==> src/rtl/uart_cmd_sender_if.sv <==
// uart_cmd_sender_if: command request / completion bundle.
// master = command issuer, slave = uart_cmd_sender.
interface uart_cmd_sender_if;
  logic        cmd_valid;
  logic        cmd_ready;
  logic [7:0]  cmd_opcode;
  logic [31:0] cmd_mask;
  logic        done;
  logic [1:0]  status;
  logic [7:0]  ack_byte;
  logic        stray;

  modport master (
    output cmd_valid,
    output cmd_opcode,
    output cmd_mask,
    input  cmd_ready,
    input  done,
    input  status,
    input  ack_byte,
    input  stray
  );

  modport slave (
    input  cmd_valid,
    input  cmd_opcode,
    input  cmd_mask,
    output cmd_ready,
    output done,
    output status,
    output ack_byte,
    output stray
  );
endinterface

==> src/rtl/uart_cmd_sender.sv <==
// uart_cmd_sender: sends a command frame on a tx byte
// port and checks the ack byte returned on an rx port.
// Ports: clk, reset_n (async, active low);
//   cmd  : request/completion bundle (slave side);
//   tx_* : Din/Send/Sent handshake to the tx block;
//   rx_* : Receive/Dout/Received handshake to the rx block.
// status: 0=OK, 1=BAD_ACK, 2=TIMEOUT.
module uart_cmd_sender #(
  parameter int unsigned TIMEOUT_CYCLES = 2_000_000
) (
  input  logic             clk,
  input  logic             reset_n,
  uart_cmd_sender_if.slave cmd,
  output logic [7:0]       tx_din,
  output logic             tx_send,
  input  logic             tx_sent,
  input  logic             rx_receive,
  input  logic [7:0]       rx_dout,
  output logic             rx_received
);

  localparam int CW = $clog2(TIMEOUT_CYCLES + 1);
  localparam logic [CW-1:0] TMO_LAST =
    CW'(TIMEOUT_CYCLES - 1);

  localparam logic [1:0] ST_OK  = 2'd0;
  localparam logic [1:0] ST_BAD = 2'd1;
  localparam logic [1:0] ST_TMO = 2'd2;

  localparam logic [7:0] OP_PSEL = 8'h39;

  typedef enum logic [2:0] {
    IDLE,
    SEND,
    SENT_LOW,
    WAIT_ACK,
    FINISH
  } state_t;

  state_t        state_q, state_d;
  logic [7:0]    opc_q, opc_d;
  logic [31:0]   mask_q, mask_d;
  logic [2:0]    idx_q, idx_d;
  logic [CW-1:0] cnt_q, cnt_d;
  logic [7:0]    tx_din_q, tx_din_d;
  logic          rxr_q, rxr_d;
  logic          stray_q, stray_d;
  logic [1:0]    status_q, status_d;
  logic [7:0]    ack_q, ack_d;

  logic       has_ack;
  logic [7:0] exp_ack;
  logic [2:0] last_idx;
  logic [2:0] idx_nx;
  logic [7:0] next_byte;

  // 0x30..0x39 all answer with opcode+0x11
  // (0x39 -> 0x4A); anything else is silent.
  assign has_ack  = (opc_q >= 8'h30) &&
                    (opc_q <= 8'h39);
  assign exp_ack  = opc_q + 8'h11;
  assign last_idx = (opc_q == OP_PSEL) ?
                    3'd4 : 3'd0;
  assign idx_nx   = idx_q + 3'd1;

  // Mask goes out most significant byte first.
  always_comb begin
    next_byte = mask_q[7:0];
    case (idx_nx)
      3'd1:    next_byte = mask_q[31:24];
      3'd2:    next_byte = mask_q[23:16];
      3'd3:    next_byte = mask_q[15:8];
      default: next_byte = mask_q[7:0];
    endcase
  end

  always_comb begin
    state_d  = state_q;
    opc_d    = opc_q;
    mask_d   = mask_q;
    idx_d    = idx_q;
    cnt_d    = cnt_q;
    tx_din_d = tx_din_q;
    rxr_d    = 1'b0;
    stray_d  = 1'b0;
    status_d = status_q;
    ack_d    = ack_q;
    unique case (state_q)
      IDLE: begin
        // rxr_q gate: a byte must be seen
        // again after a consume pulse.
        if (rx_receive && !rxr_q) begin
          rxr_d   = 1'b1;
          stray_d = 1'b1;
        end
        if (cmd.cmd_valid) begin
          opc_d    = cmd.cmd_opcode;
          mask_d   = cmd.cmd_mask;
          idx_d    = 3'd0;
          tx_din_d = cmd.cmd_opcode;
          state_d  = SEND;
        end
      end
      SEND: begin
        if (tx_sent) state_d = SENT_LOW;
      end
      SENT_LOW: begin
        if (!tx_sent) begin
          if (idx_q != last_idx) begin
            idx_d    = idx_nx;
            tx_din_d = next_byte;
            state_d  = SEND;
          end else if (has_ack) begin
            cnt_d   = '0;
            state_d = WAIT_ACK;
          end else begin
            status_d = ST_OK;
            state_d  = FINISH;
          end
        end
      end
      WAIT_ACK: begin
        // A received byte is checked first, so
        // it beats a coincident timeout.
        if (rxr_q) begin
          state_d = FINISH;
        end else if (rx_receive) begin
          rxr_d    = 1'b1;
          ack_d    = rx_dout;
          status_d = (rx_dout == exp_ack) ?
                     ST_OK : ST_BAD;
        end else if (cnt_q == TMO_LAST) begin
          status_d = ST_TMO;
          state_d  = FINISH;
        end else begin
          cnt_d = cnt_q + CW'(1);
        end
      end
      FINISH: begin
        state_d = IDLE;
      end
      default: begin
        state_d = IDLE;
      end
    endcase
  end

  always_ff @(posedge clk or negedge reset_n) begin
    if (!reset_n) begin
      state_q  <= IDLE;
      opc_q    <= '0;
      mask_q   <= '0;
      idx_q    <= '0;
      cnt_q    <= '0;
      tx_din_q <= '0;
      rxr_q    <= 1'b0;
      stray_q  <= 1'b0;
      status_q <= ST_OK;
      ack_q    <= '0;
    end else begin
      state_q  <= state_d;
      opc_q    <= opc_d;
      mask_q   <= mask_d;
      idx_q    <= idx_d;
      cnt_q    <= cnt_d;
      tx_din_q <= tx_din_d;
      rxr_q    <= rxr_d;
      stray_q  <= stray_d;
      status_q <= status_d;
      ack_q    <= ack_d;
    end
  end

  assign cmd.cmd_ready = (state_q == IDLE);
  assign cmd.done      = (state_q == FINISH);
  assign cmd.status    = status_q;
  assign cmd.ack_byte  = ack_q;
  assign cmd.stray     = stray_q;
  assign tx_din        = tx_din_q;
  assign tx_send       = (state_q == SEND);
  assign rx_received   = rxr_q;

endmodule

==> src/flat_wrapper.sv <==
// flat-port wrapper written by rule: the top's interface ports become plain ports
module uart_cmd_sender_flat 
#(
  parameter int unsigned TIMEOUT_CYCLES = 2_000_000
)
  (clk, reset_n, tx_din, tx_send, tx_sent, rx_receive, rx_dout, rx_received, cmd_cmd_valid, cmd_cmd_opcode, cmd_cmd_mask, cmd_cmd_ready, cmd_done, cmd_status, cmd_ack_byte, cmd_stray);
  uart_cmd_sender_if cmd_i ();
  input  logic clk;
  input  logic reset_n;
  output logic [7:0] tx_din;
  output logic tx_send;
  input  logic tx_sent;
  input  logic rx_receive;
  input  logic [7:0] rx_dout;
  output logic rx_received;
  input wire logic [$bits(cmd_i.cmd_valid)-1:0] cmd_cmd_valid;
  input wire logic [$bits(cmd_i.cmd_opcode)-1:0] cmd_cmd_opcode;
  input wire logic [$bits(cmd_i.cmd_mask)-1:0] cmd_cmd_mask;
  output wire logic [$bits(cmd_i.cmd_ready)-1:0] cmd_cmd_ready;
  output wire logic [$bits(cmd_i.done)-1:0] cmd_done;
  output wire logic [$bits(cmd_i.status)-1:0] cmd_status;
  output wire logic [$bits(cmd_i.ack_byte)-1:0] cmd_ack_byte;
  output wire logic [$bits(cmd_i.stray)-1:0] cmd_stray;
  assign cmd_i.cmd_valid = cmd_cmd_valid;
  assign cmd_i.cmd_opcode = cmd_cmd_opcode;
  assign cmd_i.cmd_mask = cmd_cmd_mask;
  assign cmd_cmd_ready = cmd_i.cmd_ready;
  assign cmd_done = cmd_i.done;
  assign cmd_status = cmd_i.status;
  assign cmd_ack_byte = cmd_i.ack_byte;
  assign cmd_stray = cmd_i.stray;
  uart_cmd_sender #(.TIMEOUT_CYCLES(TIMEOUT_CYCLES)) u_core (.clk(clk), .reset_n(reset_n), .cmd(cmd_i), .tx_din(tx_din), .tx_send(tx_send), .tx_sent(tx_sent), .rx_receive(rx_receive), .rx_dout(rx_dout), .rx_received(rx_received));
endmodule
==> config.mk <==
export PLATFORM = sky130hd
export DESIGN_NAME = uart_cmd_sender_flat
export DESIGN_NICKNAME = d
export VERILOG_FILES = /design/src/rtl/uart_cmd_sender_if.sv /design/src/rtl/uart_cmd_sender.sv /design/src/flat_wrapper.sv
export SDC_FILE = /design/constraint.sdc
export NUM_CORES = 1
export LEC_CHECK = 0
export BUFFER_PORTS_ARGS = -buffer_cell sky130_fd_sc_hd__buf_4
export CORE_UTILIZATION = 31
export DETAILED_ROUTE_END_ITERATION = 16
export GPL_TIMING_DRIVEN = 0
export PLACE_DENSITY_LB_ADDON = 0.25
export SYNTH_ARGS = -nofsm -noshare
export SYNTH_HDL_FRONTEND = slang
export SYNTH_SLANG_ARGS = --single-unit
==> constraint.sdc <==
create_clock -name clk -period 2.92 [get_ports clk]
set_input_delay 0.292 -clock clk [delete_from_list [all_inputs] [get_ports clk]]
set_output_delay 0.292 -clock clk [all_outputs]
set_load 0.005 [all_outputs]
==> metrics.cfg <==
[critical_path]
r2r-end = u_core.cmd.status[1]
cp-startpoint = u_core.opc_q[3]
rr_startpoint = u_core.opc_q[3]
slowest_stage = o211ai_1
crit_family = compound AO/OA/AOI/OAI gates
crit_required_ns = 3.15
criticalPathCategory = reg -> reg
max_stage_delay_ns = 0.41
r2r_slack_ns = 0.47
cp-end-kind = register
cp.arrival_ns = 2.68
worstSetupStartpointType = register
crit_path_cell_trace = clkbuf_1, nand3b_1, o211ai_1, nand2_2, buf_4, o31ai_1, mux2_2
critical_path_buf_inv_count = 2
rr_worst_depth = 7
cp_max_fo = 10

[timing]
max_freq_ghz = 0.408
setup_viol = 0
hold_viol_final = 0
rsz0062_at_grt = no
finalClockSkew_ns = 0.00921
slew_headroom_pct = 23.8
layout_min_cycle_time_ns = 2.45
whs_ns = 0.130
fin_crit_sh_pct = 84.0
drv_slew = 0
tightest_slew_ns = 1.14
tns_ns = 0

[synth]
ys_seq_elements = 87
synth_edf_count = 0
synthesis.area_um2 = 4560
synth_top_area_share_pct = 47.7
async_reset_ff_share_pct = 100
synth.area.top_cells = dfrtp_1 48%, nand2_1 13%, o21ai_0 3.1%
synth_fp_nets = 574
synthFlopType = dfrtp_1
yosys_warnings = 0
syn_avg_cell_area_um2 = 8.90
synthCells = 513
synth.distinct_cells = 61
yosysTopAreaCell = dfrtp_1
yosysSeqAreaShare_pct = 47.7

[pwr]
p_seq_share_pct = 38.1
p_leak_nw = 2.69
p_sw_mw = 1.93
internal_power_mw = 3.13
p_per_area_nw_per_um2 = 897
pwr-share-comb_pct = 39.4
pwr-share-clk_pct = 22.5
swShare_pct = 38.1
max-vdd-ir-drop_uv = 349

[clock_tree]
clock_latency_ns = 0.35
postCtsSetupBuffers = 0
cts_root_buffer = clkbuf_16
cts_repair_resize_count = 0
cts_buffer_depth = 2
cts_buffers = 9
clk_pin_slew_ns = 0.07
h-tree-depth = 3
cts_tree = done
hold_buffers = 0
cts.sinks = 87

[grt]
grt_usage_pct = 17.0
antenna_found_initial = 0
grt_pass1_vias = 3875
grt_max_degree = 88
grt_overflow = 0
grt_pass1_wl_mm = 19.6

[routing]
drc = 0
drt_iter0_drc = 230
final_antenna_net_count = 0
wirelength_mm = 12.0
drtPass1Iterations = 5
vias_per_cell = 5.01
vias = 3919
wire_per_inst_um = 15.3

[die]
die-area_um2 = 15200
rows = 43
die_w_um = 123
chipHeight_um = 123
start_util_pct = 32.4
io_pins = 76
coreArea_um2 = 14100

[placement]
gp_congestion = 0.799
numPortBuffers = 74
place_hpwl_mm = 8.51
dp.cells = 767

[layout]
multi_input_area_um2 = 2220
fill_cells = 1436
fin_nets = 659
final_cells = 783
seqCellArea_um2 = 2180
drive_gt1_share_pct = 19.6
diodes = 0
area_growth_pct = 23.5

[outcome]
status = finished clean

[worst_hold_path]
min_to = u_core.mask_q[13]
min_path_type = in -> reg
hold_start = cmd_cmd_mask[13]
holdPathStages = 3

[job]
drv_cap = 0

[cells by family after synthesis]
family,synth area share [%]
AOI/OAI and AO/OA,14.7
xor gates and xnor gates,3.84
adders and majority gates,2.19
buffers and inverters,3.76
DFF,47.7
muxes,2.71
and+or+nand+nor,25.1
[cell type report]
class | instances | share of cell area (%)
Sequential cell | 87 | 38.6
Tap cell | 180 | 3.99
Multi-Input combinational cell | 386 | 39.3
Buffer | 33 | 2.57
Inverter | 7 | 0.466
Clock inverter | 5 | 0.710
Clock buffer | 11 | 4.48
Timing Repair Buffer | 74 | 9.85
[state kept, by name, indices dropped and copies added, names as in the netlist]
name	cells
u_core.cmd.status	2
u_core.rx_received	1
u_core.state_q	3
u_core.cmd.stray	1
u_core.opc_q	8
u_core.cmd.ack_byte	8
u_core.idx_q	3
u_core.tx_din	8
u_core.cnt_q	21
u_core.mask_q	32
[tightest hold or removal path, delay by kind of cell]
kind | cells | cell delay (ns)
buffers and inverters | 1 | 0.08
and+or+nand+nor | 2 | 0.08
[per-layer routing]
metal,wire (µm),part of all wire [%],GRT usage [%]
met2,5390,45,25.5
met4,230,1.9,5.87
met1,5680,48,23.6
met3,651,5.4,4.43
met5,0,0,0
[stage by stage]
step | total power [mW] | util (%) | instance area (µm²) | worst slack [ns]
after floorplan | 3.17 | - | 4560 | 0.744
after global placement | 3.89 | 37.9 | 5350 | 0.468
after detailed placement | 3.96 | 37.9 | 5350 | 0.475
after CTS | 5.12 | 40.0 | 5640 | 0.458
after global routing | 5.47 | 40.0 | 5640 | 0.252
final | 5.06 | 40.0 | 5640 | 0.467
[cell usage in the layout (no fill, tap or decap), types with 3 or more instances in the layout]
master and instances:
nand4_1 4, a222oi_1 8, and2_1 6, o211ai_1 14
buf_2 4, clkbuf_1 23, nand3b_1 5, xor2_1 14
nor2_1 21, and3_1 13, nor4b_1 3, inv_1 7
and4_1 3, a21oi_1 8, ha_1 8, a31oi_1 5
nor3b_1 5, nand2_1 157, xnor2_1 6, dfrtp_1 87
mux2_2 11, clkbuf_16 9, buf_4 76, o21ai_1 15
nand3_1 4, or3_1 4, o21ai_0 28, nor3_1 6
[power by group through the flow]
| stage | sequential, mW | clock, mW | combinational (mW) |
|---|---|---|---|
| after CTS | 1.93 | 1.17 | 2.02 |
| after detailed placement | 1.95 | 0 | 2.01 |
| final | 1.93 | 1.14 | 1.99 |
| after global routing | 1.99 | 1.21 | 2.27 |
| after global placement | 1.93 | 0 | 1.96 |
| after floorplan | 1.88 | 0 | 1.29 |
[synth_stat cells, types with 3 or more instances]
cell and n:
a31oi_1 5, a222oi_1 8, mux2_2 11, o21ai_1 15, nor2_1 21, dfrtp_1 87, nor4b_1 3, a21oi_1 8
nand2_1 157, xor2_1 14, xnor2_1 6, o211ai_1 14, and3_1 13, clkbuf_1 23, or3_1 4, and4_1 3
inv_1 7, nor3b_1 5, o21ai_0 28, nor3_1 6, buf_2 4, nand3b_1 5, nand4_1 4, ha_1 8
and2_1 6, nand3_1 4
[worst max-delay path by stage]
stage / cells past startpoint / slack (ns) / end
2_1_floorplan: 7 / 0.74 / u_core.cnt_q[7]
3_3_place_gp: 8 / 0.47 / u_core.tx_din[1]
3_5_place_dp: 7 / 0.48 / u_core.cmd.status[1]
4_1_cts: 7 / 0.46 / u_core.cmd.status[1]
5_1_grt: 7 / 0.25 / u_core.cmd.status[1]
6_report: 7 / 0.47 / u_core.cmd.status[1]
No activity file was read; power rests on OpenSTA's default activity.
